--- config.mk ---
export PLATFORM = sky130hd
export DESIGN_NAME = vdg_address_sequencer
export DESIGN_NICKNAME = d
export VERILOG_FILES = /design/src/rtl/vdg_address_sequencer.sv
export SDC_FILE = /design/constraint.sdc
export NUM_CORES = 1
export LEC_CHECK = 0
export CAP_MARGIN = 0
export CORE_UTILIZATION = 56
export DETAILED_ROUTE_END_ITERATION = 7
export PLACE_DENSITY = 0.8
export SYNTH_ARGS = -nofsm -noshare
export SYNTH_HDL_FRONTEND = slang
export SYNTH_SLANG_ARGS = --single-unit
--- constraint.sdc ---
create_clock -name clk -period 2.9 [get_ports clk]
set_input_delay 0.29 -clock clk [delete_from_list [all_inputs] [get_ports clk]]
set_output_delay 0.29 -clock clk [all_outputs]
set_load 0.01 [all_outputs]
--- src/rtl/vdg_address_sequencer.sv ---
// VDG display-address sequencer: walks DA through each memory row, repeats a
// row for R scanlines, then advances the row base by bytes-per-row. Emits the
// row-preset pulse (rp) whenever a new memory row begins.
module vdg_address_sequencer #(
  parameter int ADDR_WIDTH = 13
) (
  input  logic                  clk,
  input  logic                  reset,
  input  logic                  frame_start,
  input  logic                  line_start,
  input  logic                  fetch,
  input  logic                  ag,
  input  logic [2:0]            gm,
  output logic [ADDR_WIDTH-1:0] da,
  output logic                  rp,
  output logic [3:0]            row_line,
  output logic                  line_active
);

  typedef enum logic [1:0] {IDLE, WAIT_LINE, FETCH, LINE_DONE} state_t;

  state_t                state_q, state_d;
  logic [ADDR_WIDTH-1:0] da_q, da_d;
  logic [ADDR_WIDTH-1:0] row_base_q, row_base_d;
  logic [5:0]            byte_cnt_q, byte_cnt_d;
  logic [3:0]            line_in_row_q, line_in_row_d;
  logic                  rp_q, rp_d;
  logic                  wide_q, wide_d;   // 1 = 32 bytes per row, 0 = 16
  logic [3:0]            rep_q, rep_d;     // scanlines per memory row (R)

  logic                  mode_wide;
  logic [3:0]            mode_rep;
  logic [ADDR_WIDTH-1:0] bpr;
  logic [5:0]            last_byte;
  logic                  row_last;
  logic [ADDR_WIDTH-1:0] eol_base;
  logic [3:0]            eol_line;

  // Mode table: (bytes per row, row repeat) from ag/gm; sampled only on frame_start
  always_comb begin
    mode_wide = 1'b1;
    mode_rep  = 4'd12;
    if (ag) begin
      case (gm)
        3'd0, 3'd1: begin mode_wide = 1'b0; mode_rep = 4'd3; end
        3'd2:       begin mode_wide = 1'b1; mode_rep = 4'd3; end
        3'd3:       begin mode_wide = 1'b0; mode_rep = 4'd2; end
        3'd4:       begin mode_wide = 1'b1; mode_rep = 4'd2; end
        3'd5:       begin mode_wide = 1'b0; mode_rep = 4'd1; end
        default:    begin mode_wide = 1'b1; mode_rep = 4'd1; end
      endcase
    end
  end

  // End-of-line bookkeeping shared by the completing fetch and a short line.
  // The row base advances arithmetically so a short line still steps a full row.
  always_comb begin
    bpr       = wide_q ? ADDR_WIDTH'(32) : ADDR_WIDTH'(16);
    last_byte = wide_q ? 6'd31 : 6'd15;
    row_last  = (line_in_row_q == rep_q - 4'd1);
    eol_base  = row_last ? row_base_q + bpr : row_base_q;
    eol_line  = row_last ? 4'd0 : line_in_row_q + 4'd1;
  end

  // Next-state / next-register logic; frame_start > line_start > fetch
  always_comb begin
    state_d       = state_q;
    da_d          = da_q;
    row_base_d    = row_base_q;
    byte_cnt_d    = byte_cnt_q;
    line_in_row_d = line_in_row_q;
    rp_d          = 1'b0;
    wide_d        = wide_q;
    rep_d         = rep_q;
    if (frame_start) begin
      da_d          = '0;
      row_base_d    = '0;
      byte_cnt_d    = '0;
      line_in_row_d = '0;
      rp_d          = 1'b1;
      wide_d        = mode_wide;
      rep_d         = mode_rep;
      state_d       = WAIT_LINE;
    end else begin
      case (state_q)
        WAIT_LINE, LINE_DONE: begin
          if (line_start) begin
            da_d       = row_base_q;
            byte_cnt_d = '0;
            state_d    = FETCH;
          end
        end
        FETCH: begin
          if (line_start) begin
            // short line: close out the current one, then restart at the new base
            row_base_d    = eol_base;
            line_in_row_d = eol_line;
            rp_d          = row_last;
            da_d          = eol_base;
            byte_cnt_d    = '0;
          end else if (fetch) begin
            da_d       = da_q + ADDR_WIDTH'(1);
            byte_cnt_d = byte_cnt_q + 6'd1;
            if (byte_cnt_q == last_byte) begin
              row_base_d    = eol_base;
              line_in_row_d = eol_line;
              rp_d          = row_last;
              state_d       = LINE_DONE;
            end
          end
        end
        default: ;  // IDLE waits for frame_start only
      endcase
    end
  end

  // State and datapath registers with synchronous reset
  always_ff @(posedge clk) begin
    if (reset) begin
      state_q       <= IDLE;
      da_q          <= '0;
      row_base_q    <= '0;
      byte_cnt_q    <= '0;
      line_in_row_q <= '0;
      rp_q          <= 1'b0;
      wide_q        <= 1'b1;
      rep_q         <= 4'd1;
    end else begin
      state_q       <= state_d;
      da_q          <= da_d;
      row_base_q    <= row_base_d;
      byte_cnt_q    <= byte_cnt_d;
      line_in_row_q <= line_in_row_d;
      rp_q          <= rp_d;
      wide_q        <= wide_d;
      rep_q         <= rep_d;
    end
  end

  assign da          = da_q;
  assign rp          = rp_q;
  assign row_line    = line_in_row_q;
  assign line_active = (state_q == FETCH);

endmodule

# Word-level counts from Yosys, hierarchy flattened
# Cells that the tools add are included.
# Widths: inputs -> output; s select.
# op_classes
add_sub_neg	5
n_eq_ne	19
mux	33
n_reduce_logical	14
# ops
operator	count
$mux 13	7
$pmux 13 s2	1
$mux 6	4
$mux 4	5
$add 13x1->13 const B	1
$add 13x6->13	1
$ne 3x3->1 const B	4
$pmux 6 s2	1
$reduce_and 5->1	2
$mux 1	8
$mux 2	4
$pmux 2 s2	2
$add 6x1->6 const B	1
$eq 3x2->1 const B	2
$eq 3x3->1 const B	2
$eq 6x5->1	1
$ne 2x2->1 const B	3
$reduce_and 3->1	2
$reduce_bool 2->1	3
$reduce_or 2->1	3
$mux 5	1
$add 4x1->4 const B	1
$eq 2x2->1 const B	2
$eq 4x4->1	1
other kinds (9)	9
# totals
ff_bits	44
input_bits	9
out_inout_bits	19
wordCells	80

# Longest topological paths before layout
# logic_depth
ltp_word	7
ltp_mapped	8
ltp_nobuf	8

# Worst setup path before layout
# OpenSTA, ideal clock, no wires.
# synth_path
path_kind	reg2reg
startpoint	reg line_in_row_q[3] (netlist: row_line[3])
endpoint	reg row_base_q[9]
setup_ps	70
arrival_time_ps	1983
required_time_ps	2830
slack_ps	847
stages_incl_launch_ff	6
path_buffers	0
synth_period_minus_slack_ps	2053
cell_sequence	dfxtp_1 or3b_1 a211o_2 a21o_1 or4_1 a21oi_1
# synth_via
elab_chain_cells	5
# synth_rtl
element	line_no	text
start: declaration	26	logic [3:0] line_in_row_q, line_in_row_d;
start signal: assignment	133	line_in_row_q <= line_in_row_d;
$eq 4x4->1 *	60	row_last = (line_in_row_q == rep_q - 4'd1);
$mux 13 *	61	eol_base = row_last ? row_base_q + bpr : row_base_q;
$mux 13	104	if (byte_cnt_q == last_byte) begin
$mux 13	101	end else if (fetch) begin
$mux 13 *	94	if (line_start) begin
end signal: assignment	131	row_base_q <= row_base_d;
end: declaration	24	logic [ADDR_WIDTH-1:0] row_base_q, row_base_d;
# Every way passes the cells marked *; elsewhere a longest branch is shown, timed or not. The select of a mux whose other input is x is not followed.
# A chain may end at the register's enable or synchronous reset.

# Worst setup path after layout
# layout_path
startpoint	reg rep_q[0]
endpoint	reg row_base_q[7]
# layout_via
elab_chain_cells	6
# layout_rtl
element	line_no	text
start: declaration	29	logic [3:0] rep_q, rep_d;
start signal: assignment	136	rep_q <= rep_d;
$sub 4x1->4 *	60	
$eq 4x4->1 *	60	
$mux 13 *	61	
$mux 13	104	
$mux 13	101	
$mux 13 *	94	
# Marks and branches as above.

==> results.md <==
- Slowest-stage cell, CP: or4_1
- Synthesized area: 0.00240 mm^2
- Largest stage delay, worst path: between 500 and 600 ps
- Std-Cell Rows: 23
- Critical path class: reg -> reg
- Hold endpoint: byte_cnt_q[1]
- Final Slew Violations: 0
- Nets@finish: 340
- Reg area: between 700 and 800 um^2
- Iteration-0 DRC Markers: 199
- Hold_buf cts: 0
- Clock slew at reported path FFs: 80 ps
- Synth cell types: 60
- Detail Route Antenna Nets: 0
- Fin crit period: 2360 ps
- Max clock buf depth: 2
- Pwr per Cell Area: between 400 and 500 mW/mm^2
- Total Routing Usage GR: between 20% and 30%
- CTS sink count: 39
- Synth Instances: 300
- First-pass DRT Iterations: 4
- Power, Total: around 1.1 mW
- Synth Area per Inst: around 8 um^2
- Final Instance Count excl. Fillers: ~370
- Post-CTS setup buffer count: 0
- Max FO, Critical Path: 14
- Critical path arrival: between 2000 and 3000 ps
- Crit path cell chain: inv_1 > ha_1 > xor2_1 > nand3_1 > a21o_1 > or4_1 > a21oi_1
- Worst-case reg-to-reg path depth: 7
- Area of the core: between 0.004 and 0.005 mm^2
- TritonCTS Buffers: 5
- TNS Setup: 0 ps
- GRT overflow: 0
- Via density: roughly 6.4
- Area after DPL: 0.00269 mm^2
- Leakage: about 0.94 nW
- Die Wd: about 68 um
- FF+latch count, synth: 39
- Worst-Margin Slew: 795 ps
- Worst setup SP type: flop
- Worst VDD drop: about 290 uV
- Reg2Reg Setup Slack: 540 ps
- Post-layout util: between 60% and 70%
- Fillers: between 300 and 400
- R2r endpoint: row_base_q[7]
- Post-synth EDFFs: 0
- H-tree levels: 2
- WL final: between 6000 and 7000 um
- Setup violators final: 0
- Max-cap violations: 0
- Initial antenna violation count: 0
- Clock Skew: slightly below 10 ps
- Highest clock rate: approximately 420 MHz
- DR DRC count: 0
- DP Wirelength: approximately 4400 um
- RSZ-0062 raised after global routing: no
- Starting density of the core: between 50% and 60%
- Vias in the first global route: ~2200
- CTS resizes: 0
- RR Startpoint: rep_q[0]
- Hold slack: around 480 ps
- Critical Path Sink Type: flop
- Via count: approximately 2400
- Top-area cell type share of the netlist area: 32.5%
- Setup ws final: about 540 ps
- Place WS: approximately 500 ps
- Critical Path RT: around 3100 ps
- Footprint of the multi-input gates: approximately 0.0015 mm^2
- IO buf count: 27
- Worst-skew pair later-pin latency: around 300 ps
- Number of top-level pins: 28
- Synth Flop Type: dfxtp_1
- Placed insts: approximately 370
- First-pass GRT wire length: about 10000 um
- Register area share after synthesis: roughly a third
- Root Buffer: clkbuf_8
- Slew HR: roughly 46%
- Final Hold Fails: 0
- Hold Path Class: reg -> reg
- Worst Hold Launch: byte_cnt_q[1]
- Ys async rst share: 0%
- DIE AREA: roughly 0.0046 mm^2
- Design area: roughly 0.0028 mm^2
- Area delta synth->final: 16.1%
- Net Count, Synth: roughly 320
- Synth area leaders: dfxtp_1 (32%), a21oi_1 (5.2%), nand3_1 (5.0%)
- Layout cells sized above 1: about 6.5%
- # diodes: 0
- Synth area leader: dfxtp_1
- Yosys warns: 0
- Final GP Congestion: about 0.84
- Largest net degree at the start of global routing: 21
- Average routed wire per standard cell: 16.4 um
- Hold Crit Depth: 2
- TritonCTS clock tree: done
- Die Height: 67.5 um
- Status: completed
- Tcrit/Tclk final: about four fifths
registers in the layout (all words and copies together), names as in the netlist:
register,flops
wide_q,1
rep_q,3
byte_cnt_q,6
row_line,4
state_q,2
row_base_q,9
rp,1
da,13
critical path: cells and delay by family, from the launching register on:
family	cells	cell delay, ps
AND/OR/NAND/NOR	2	840
AO/OA/AOI/OAI	2	580
flip-flops	1	410
adder cells (fa/ha/maj)	1	210
XOR/XNOR	1	180
buffers and inverters	1	70
synthesized netlist by cell type, types with 3 or more instances:
cell type	number
a21o_1	3
clkbuf_8	3
a211o_1	3
a31oi_1	4
nor2_1	21
nand4_1	10
a22oi_1	4
nand2_1	31
a21oi_1	25
nand4b_1	4
o21ai_0	18
ha_1	6
o211ai_1	4
xor2_1	12
clkbuf_1	10
xnor2_1	4
inv_1	9
and3_1	4
o22ai_1	3
or3_1	3
o31ai_1	6
a41o_1	3
nand3_1	24
dfxtp_1	39
final cells by class:
| type | instances | share of cell area (%) |
|---|---|---|
| Clock buffer | 5 | 2.47 |
| Tap cell | 50 | 2.24 |
| Clock inverter | 2 | 1.34 |
| Inverter | 9 | 1.21 |
| Multi-Input combinational cell | 235 | 53.2 |
| Timing Repair Buffer | 34 | 11.6 |
| Sequential cell | 39 | 28.0 |
how the worst max path moves through the flow:
stage / from / end / slack [ps]
2_1_floorplan: row_line[3] / row_base_q[9] / 850
3_3_place_gp: fetch / row_line[0] / 540
3_5_place_dp: fetch / row_line[0] / 500
4_1_cts: rep_q[0] / row_base_q[7] / 560
5_1_grt: rep_q[0] / row_base_q[7] / 380
6_report: rep_q[0] / row_base_q[7] / 540
metal layers:
| layer | GRT usage (%) | routed length, um |
|---|---|---|
| met5 | 0 | 0 |
| met4 | 13.6 | 124 |
| met3 | 6.08 | 406 |
| met2 | 46.4 | 2830 |
| met1 | 38.9 | 2760 |
cells by family (layout without fill, tap and decap cells):
logic type,count (synthesis),after routing,synth area share [%]
AOI/OAI and AO/OA,98,98,27.8
xor gates and xnor gates,16,16,5.83
buffers and inverters,26,50,5.73
and+or+nand+nor,113,113,23.8
muxes,1,1,0.416
adders and majority gates,7,7,3.96
DFF,39,39,32.5
cells in the final DEF, fill, tap and decap left out, types with 5 or more instances in the layout:
| cell | count |
|---|---|
| a21oi_1 | 25 |
| buf_4 | 7 |
| clkbuf_8 | 5 |
| clkdlybuf4s50_1 | 27 |
| dfxtp_1 | 39 |
| ha_1 | 6 |
| inv_1 | 9 |
| nand2_1 | 31 |
| nand3_1 | 24 |
| nand4_1 | 10 |
| nor2_1 | 21 |
| o21ai_0 | 18 |
| o31ai_1 | 6 |
| xor2_1 | 12 |
report_power, final:
group	leakage (nW)	internal (mW)	switching, mW
sequential	0.316	0.542	0.0101
clock	0.0502	0.252	0.195
combinational	0.576	0.0440	0.0754
(Power assumes the default switching activity.)
